## src/rtl/rv_core_pkg.sv

```systemverilog
// Shared core definitions: next-PC select codes, base opcodes, the canonical NOP
// and the fetch-stage state encoding.
package rv_core_pkg;

  localparam logic [1:0] PC_SEL_SEQ = 2'b00;
  localparam logic [1:0] PC_SEL_JAL = 2'b01;
  localparam logic [1:0] PC_SEL_BR  = 2'b10;

  localparam logic [6:0] OPC_R      = 7'b0110011;
  localparam logic [6:0] OPC_I      = 7'b0010011;
  localparam logic [6:0] OPC_LOAD   = 7'b0000011;
  localparam logic [6:0] OPC_STORE  = 7'b0100011;
  localparam logic [6:0] OPC_JAL    = 7'b1101111;
  localparam logic [6:0] OPC_BRANCH = 7'b1100011;

  // addi x0, x0, 0
  localparam logic [31:0] NOP_INSTR = 32'h0000_0013;

  typedef enum logic [1:0] {
    FETCH_IDLE = 2'b00,
    FETCH_REQ  = 2'b01,
    FETCH_HOLD = 2'b10
  } fetch_state_e;

endpackage

```

## src/rtl/pc_next_gen.sv

```systemverilog
// Next-PC generator: restart address, relative jump/branch target or the
// sequential address, always word-aligned.
module pc_next_gen #(
  parameter int unsigned XLEN = 32
) (
  input  logic [XLEN-1:0] instr_pc,
  input  logic [1:0]      pc_sel,
  input  logic [XLEN-1:0] imm,
  input  logic            flush,
  input  logic [XLEN-1:0] flush_pc,
  output logic [XLEN-1:0] pc_next
);
  import rv_core_pkg::*;

  logic [XLEN-1:0] target;

  always_comb begin
    target = instr_pc + XLEN'(4);
    if (flush) begin
      target = flush_pc;
    end else if (pc_sel == PC_SEL_JAL || pc_sel == PC_SEL_BR) begin
      target = instr_pc + imm;
    end
    // Reserved select 2'b11 falls through to the sequential address.
    pc_next = {target[XLEN-1:2], 2'b00};
  end

endmodule

```

## src/rtl/instr_fetch_unit.sv

```systemverilog
// PC and instruction-fetch stage: one outstanding word fetch, one instruction
// held for decode, redirect from the control unit and flush/restart handling.
module instr_fetch_unit #(
  parameter int unsigned     XLEN      = 32,
  parameter logic [XLEN-1:0] RESET_PC  = '0,
  parameter logic [31:0]     NOP_INSTR = rv_core_pkg::NOP_INSTR
) (
  input  logic            clk,
  input  logic            rst_n,
  output logic            imem_req,
  output logic [XLEN-1:0] imem_addr,
  input  logic [31:0]     imem_rdata,
  input  logic            imem_valid,
  output logic [31:0]     instr,
  output logic [XLEN-1:0] instr_pc,
  output logic            instr_valid,
  input  logic            dec_ready,
  input  logic [1:0]      pc_sel,
  input  logic [XLEN-1:0] imm,
  input  logic            flush,
  input  logic [XLEN-1:0] flush_pc,
  output logic [31:0]     fetch_count
);
  import rv_core_pkg::*;

  fetch_state_e    state, state_d;
  logic            gap, gap_d;
  logic            kill, kill_d;
  logic [XLEN-1:0] pc, pc_d;
  logic [XLEN-1:0] req_addr, req_addr_d;
  logic [XLEN-1:0] pc_gen;
  logic [XLEN-1:0] instr_pc_d;
  logic [31:0]     instr_d;
  logic            instr_valid_d;
  logic            accept;

  assign accept    = (state == FETCH_HOLD) && dec_ready && !flush;
  // gap marks the idle cycle between a discarded response and the refetch.
  assign imem_req  = (state == FETCH_REQ) && !gap;
  assign imem_addr = req_addr;

  pc_next_gen #(.XLEN(XLEN)) u_pc_next_gen (
    .instr_pc (instr_pc),
    .pc_sel   (pc_sel),
    .imm      (imm),
    .flush    (flush),
    .flush_pc (flush_pc),
    .pc_next  (pc_gen)
  );

  assign pc_d = (flush || accept) ? pc_gen : pc;

  // NOTE: every variable gets its hold value before the case so no path
  // leaves one unassigned, which would otherwise infer a latch.
  always_comb begin
    state_d       = state;
    gap_d         = gap;
    kill_d        = kill;
    req_addr_d    = req_addr;
    instr_d       = instr;
    instr_pc_d    = instr_pc;
    instr_valid_d = instr_valid;

    unique case (state)
      FETCH_IDLE: begin
        state_d    = FETCH_REQ;
        req_addr_d = pc_d;
      end
      FETCH_REQ: begin
        if (gap) begin
          gap_d      = 1'b0;
          req_addr_d = pc_d;
        end else if (imem_valid) begin
          if (kill) begin
            kill_d = 1'b0;
            gap_d  = 1'b1;
          end else if (flush) begin
            req_addr_d = pc_d;
          end else begin
            instr_d       = imem_rdata;
            instr_pc_d    = req_addr;
            instr_valid_d = 1'b1;
            state_d       = FETCH_HOLD;
          end
        end else if (flush) begin
          // The in-flight fetch cannot be cancelled; mark its data as stale.
          kill_d = 1'b1;
        end
      end
      FETCH_HOLD: begin
        if (flush || dec_ready) begin
          state_d       = FETCH_REQ;
          req_addr_d    = pc_d;
          instr_valid_d = 1'b0;
          instr_d       = NOP_INSTR;
        end
      end
      default: state_d = FETCH_IDLE;
    endcase

    if (flush) begin
      instr_valid_d = 1'b0;
      instr_d       = NOP_INSTR;
    end
  end

  // NOTE: state registers use non-blocking assignments so every flop samples
  // the pre-edge values regardless of statement order.
  always_ff @(posedge clk or negedge rst_n) begin
    if (!rst_n) begin
      state       <= FETCH_IDLE;
      gap         <= 1'b0;
      kill        <= 1'b0;
      pc          <= RESET_PC;
      req_addr    <= RESET_PC;
      instr       <= NOP_INSTR;
      instr_pc    <= '0;
      instr_valid <= 1'b0;
    end else begin
      state       <= state_d;
      gap         <= gap_d;
      kill        <= kill_d;
      pc          <= pc_d;
      req_addr    <= req_addr_d;
      instr       <= instr_d;
      instr_pc    <= instr_pc_d;
      instr_valid <= instr_valid_d;
    end
  end

  always_ff @(posedge clk or negedge rst_n) begin
    if (!rst_n) begin
      fetch_count <= '0;
    end else if (accept) begin
      fetch_count <= fetch_count + 32'd1;
    end
  end

endmodule

```

## config.mk

```make
export PLATFORM = sky130hd
export DESIGN_NAME = instr_fetch_unit
export DESIGN_NICKNAME = d
export VERILOG_FILES = /design/src/rtl/rv_core_pkg.sv /design/src/rtl/pc_next_gen.sv /design/src/rtl/instr_fetch_unit.sv
export SDC_FILE = /design/constraint.sdc
export NUM_CORES = 1
export LEC_CHECK = 0
export BUFFER_PORTS_ARGS = -buffer_cell sky130_fd_sc_hd__clkbuf_2
export CAP_MARGIN = 20
export CELL_PAD_IN_SITES_DETAIL_PLACEMENT = 0
export CELL_PAD_IN_SITES_GLOBAL_PLACEMENT = 2
export CORE_ASPECT_RATIO = 1.1
export CORE_MARGIN = 4
export CORE_UTILIZATION = 35
export CTS_CLUSTER_SIZE = 8
export DETAILED_ROUTE_END_ITERATION = 12
export PLACE_DENSITY_LB_ADDON = 0.1
export SYNTH_ARGS = -nofsm -noshare
export SYNTH_HDL_FRONTEND = slang
export SYNTH_SLANG_ARGS = --single-unit
```

## constraint.sdc

```tcl
create_clock -name clk -period 4.84 [get_ports clk]
set_input_delay 0.968 -clock clk [delete_from_list [all_inputs] [get_ports clk]]
set_output_delay 0.968 -clock clk [all_outputs]
set_load 0.03 [all_outputs]
```

Yosys cells after proc, flatten, opt, wreduce, memory -nomap -nowiden --
Cells that the tools add are included.
Operators by class: add/sub/neg operators 3, multipliers 0, div/mod/pow operators 0, magnitude comparators 0, equality and inequality tests 16, shifts and indexed selects 0, multiplexer cells 32, bitwise operators 3, reductions and logical operators 17
Operators with widths (number):
- $mux W32 | 13
- $pmux W32 S3 | 1
- $pmux W32 S2 | 1
- $add A32 B1 Y32 const B | 1
- $add A32 B3 Y32 const B | 1
- $add A32 B32 Y32 | 1
- $reduce_and A5 Y1 | 4
- $ne A3 B3 Y1 const B | 6
- $mux W1 | 10
- $mux W2 | 5
- $ne A2 B2 Y1 const B | 4
- $pmux W2 S3 | 1
- $reduce_bool A3 Y1 | 2
- $eq A2 B1 Y1 const B | 2
- $eq A2 B2 Y1 const B | 2
- $logic_and A1 B1 Y1 | 3
- $logic_or A1 B1 Y1 | 3
- $ne A3 B2 Y1 const B | 1
- $not A1 Y1 | 3
- $reduce_and A3 Y1 | 1
- $logic_not A1 Y1 | 2
- $logic_not A2 Y1 | 1
- $ne A2 B1 Y1 const B | 1
- $pmux W1 S2 | 1
- $reduce_bool A2 Y1 | 1
Word-level totals: register bits after elaboration 165, latch bits 0, memory bits (writable) 0, ROM bits 0, input bits 103, output and inout bits 130, logic and storage cells 80, memories kept 0

Depth between registers and ports, before layout --
depth after elaboration 10, mapped depth 10, depth with buffers taken out 9

By module --
A second synthesis with hierarchy kept.
Second synthesis, totals: cell total of the unflattened synthesis 840, area total of the unflattened synthesis 9290.2 µm²
By module, submodules not included:
- instr_fetch_unit | times used 1, cells an instance 441, area an instance 6571.3 µm², seq. area each 4132.7 µm²
- pc_next_gen | times used 1, cells an instance 399, area an instance 2718.9 µm², seq. area each 0.0 µm²

Worst setup path after synthesis --
No wires, ideal clock.
path type input to register, from input imm[5], to register req_addr[26], in the netlist imem_addr[26], setup time 0.125 ns, data arrival time 2.958 ns, data required time 4.715 ns, setup slack 1.757 ns, stages on the path 9, buffers on the path 0, cells stage by stage ha_1 > a211o_1 > a21o_1 > o211ai_4 > a31oi_4 > a31oi_4 > xnor2_1 > a221o_1 > mux2_4
On the way: word-level cells in the longest chain between the ends 9, elaborated cells on any way between the ends 10, those cells by class add/sub: 1; mux: 9
RTL lines:
- from (decl) | RTL line instr_fetch_unit.sv:19 | input logic [XLEN-1:0] imm,
- $add A32 B32 Y32 * | RTL line pc_next_gen.sv:22 | target = instr_pc + imm;
- $mux W32 * | RTL line pc_next_gen.sv:21 | end else if (pc_sel == PC_SEL_JAL || pc_sel == PC_SEL_BR) begin
- $mux W32 * | RTL line pc_next_gen.sv:19 | if (flush) begin
- $mux W32 * | RTL line instr_fetch_unit.sv:51 | assign pc_d = (flush || accept) ? pc_gen : pc;
- via pc_d[26] | RTL line instr_fetch_unit.sv:29 | logic [XLEN-1:0] pc, pc_d;
- $mux W32 | RTL line instr_fetch_unit.sv:77 | end else if (flush) begin
- $mux W32 | RTL line instr_fetch_unit.sv:74 | if (kill) begin
- $mux W32 | RTL line instr_fetch_unit.sv:73 | end else if (imem_valid) begin
- $mux W32 | RTL line instr_fetch_unit.sv:70 | if (gap) begin
- $pmux W32 S3 * | RTL line instr_fetch_unit.sv:64 | unique case (state)
- to (signal assigned) | RTL line instr_fetch_unit.sv:124 | req_addr <= req_addr_d;
- to (decl) | RTL line instr_fetch_unit.sv:30 | logic [XLEN-1:0] req_addr, req_addr_d;
The timed path passes the listed nets; every way through them passes the cells marked *. The select of a mux whose other input is x is not followed. A chain may end at the register's enable or synchronous reset.

Worst setup path in the final report --
from input imm[1], to register req_addr[19], in the netlist imem_addr[19]
On the way: word-level cells in the longest chain between the ends 9, elaborated cells on any way between the ends 10, those cells by class add/sub: 1; mux: 9
RTL lines (RTL line):
- $add A32 B32 Y32 * | pc_next_gen.sv:22
- $mux W32 * | pc_next_gen.sv:21
- $mux W32 * | pc_next_gen.sv:19
- $mux W32 * | instr_fetch_unit.sv:51
- $mux W32 | instr_fetch_unit.sv:77
- $mux W32 | instr_fetch_unit.sv:74
- $mux W32 | instr_fetch_unit.sv:73
- $mux W32 | instr_fetch_unit.sv:70
- $pmux W32 S3 * | instr_fetch_unit.sv:64
Mark *: on every way between the ends. The rest lies on a longest branch, timed or not. The select of a mux whose other input is x is not followed.

==> metrics.yaml <==
cts_setup_buffers: 0
vdd.ir_drop.worst_mv: 0.3079
grt_max_degree: 73
synth_cell_types: 70
area_growth_pct: 24.04
antenna_found_initial: 1
dp_hpwl_um: 20880
layout.nets: 1307
grt_overflow: 0
synth-edff-count: 0
vias: 7881
die_width_um: 161.2
max_freq_mhz: 321.7
drc_errors: 0
dp_slack_ps: 1355
routedWlPerCell_um: 18.89
grt_pass1_vias: 7950
slew_violations: 0
synthesis.area_um2: 9036
hp-class: "flop to flop"
status: "complete, no violations"
start_util: 0.3566
setup_violations: 0
ios: 233
worstSetupStartpointType: "primary input"
synth_flop_cell: "dfrtp_1"
whs_ps: 468.8
path_class: "primary input to flop"
final_cell_mix: "clkbuf_2 (229), nand2_1 (179), dfrtp_1 (162)"
drt-initial-drc-count: 429
post_cts_resized: 0
final.min_clock_period_ps: 3108
powerDensity_nw_per_um2: 581.1
clock-root-buffer: "clkbuf_16"
fin_setup_tns_ps: 0
ys_seq_area_frac: 0.4574
rsz0062_at_grt: "no"
antenna_left: 0
fp.dieArea_um2: 28460
core_um2: 25340
ys_ff_latch: 165
n_antenna_cell: 0
clock_path_buffers: 2
yosys_warnings: 0
io_buffers: 230
drv_cap: 0
critPathMaxFanout: 5
clock_latency_ps: 440
fin_ws_ps: 1732
path_clk_slew_ps: 80
arrival_ps: 3430
vias_per_cell: 5.148
dp.cells: 1498
min_period_over_period: 0.6422
fp-row-count: 61
final_hold_viol_count: 0
drive_above_1_share: 0.2717
gp_congestion: 0.8318
ctsHoldBuffers: 0
numCtsBuffers: 17
dr.pass1.iters: 4
syn_nets: 1084
synth_area_per_cell_um2: 9.522
setup.worst_path.end_class: "flop"
worstPathRequired_ps: 5160
async_flop_share: 1.000
tightest_slew_ps: 775.3
layout_commonest_cell: "clkbuf_2"
grt_pass1_wl_um: 45390
cts_max_level: 4
clock-sinks: 165
slew_headroom: 0.4792
fp.dieH_um: 176.5
fin_skew_ps: 17.42
syn_inst: 949
power.leakage_nw: 5.521
fin_cells: 1531
fillers: 2573
cts_tree: "done"
drt-total-wl_um: 28910
grt.total_usage: 0.2037
## cell families after synthesis
logic type,synth area share
compound gates,0.1767
xor+xnor,0.08045
fa+ha+maj,0.04431
buf+inv,0.02548
flops,0.4574
mux,0.02645
simple gates,0.1893
## cell type report
class / count / area, um^2 / share of cell area
Timing Repair Buffer: 247 / 1305 / 0.1164
Sequential cell: 165 / 4133 / 0.3687
Tap cell: 346 / 432.9 / 0.03862
Clock buffer: 18 / 429.2 / 0.03829
Multi-Input combinational cell: 724 / 4687 / 0.4182
Inverter: 17 / 63.81 / 0.005693
Clock inverter: 14 / 157.7 / 0.01407
## metrics by stage
step           total power, mW    util  area (um^2)
2_1_floorplan            4.251       -         9036
3_3_place_gp             5.201  0.4181        10590
3_5_place_dp             5.213  0.4181        10590
4_1_cts                  6.589  0.4412        11180
5_1_grt                  6.980  0.4423        11210
6_report                 6.514  0.4423        11210
## worst paths after layout
check | startpoint | end | slack (ps) | depth (start not counted)
worst max-delay path | imm[1] | imem_addr[19] | 1730 | 10
worst min-delay path | fetch_count[31] | fetch_count[31] | 470 | 1
worst max register to register | instr_pc[9] | imem_addr[30] | 1810 | 9
worst min register to register | fetch_count[31] | fetch_count[31] | 470 | 1
max in group asynchronous | rst_n | pc[3] | 3240 | 2
min in group asynchronous | rst_n | instr_pc[25] | 520 | 1
## worst max-delay path: stages
cell and delay, ps:
clkbuf_2 80, ha_1 260, a31o_2 260, a21o_1 230, a2111oi_0 530, a311oi_1 180, a221oi_1 380, xnor2_1 180
a21oi_1 100, o31ai_1 260
## sequential cells by signal, indices dropped and copies added (netlist names)
signal	flops
fetch_count	32
gap	1
imem_addr	32
instr	32
instr_pc	32
instr_valid	1
kill	1
pc	32
state	2
## synthesized netlist by cell type, types with 20 or more instances
cell,n,area (um^2)
nand2_1,179,671.9
nor2_1,60,225.2
clkbuf_1,36,135.1
xor2_1,38,332.8
nand4_1,20,125.1
a21oi_1,51,255.2
a22o_1,30,262.8
dfrtp_1,162,4054
nand3_1,30,150.1
ha_1,32,400.4
xnor2_1,45,394.1
o21ai_0,31,155.2
## where the power goes
part / internal (mW) / switching, mW
clock network: 0.694 / 0.655
logic: 1.07 / 1.96
registers: 1.73 / 0.412
## per-layer routing
| metal | share of wire | global-route usage |
|---|---|---|
| met4 | 0.022 | 0.06506 |
| met3 | 0.050 | 0.04133 |
| met1 | 0.44 | 0.2654 |
| met5 | 0.00045 | 0 |
| met2 | 0.49 | 0.3420 |
No activity file was read; power rests on OpenSTA's default activity.
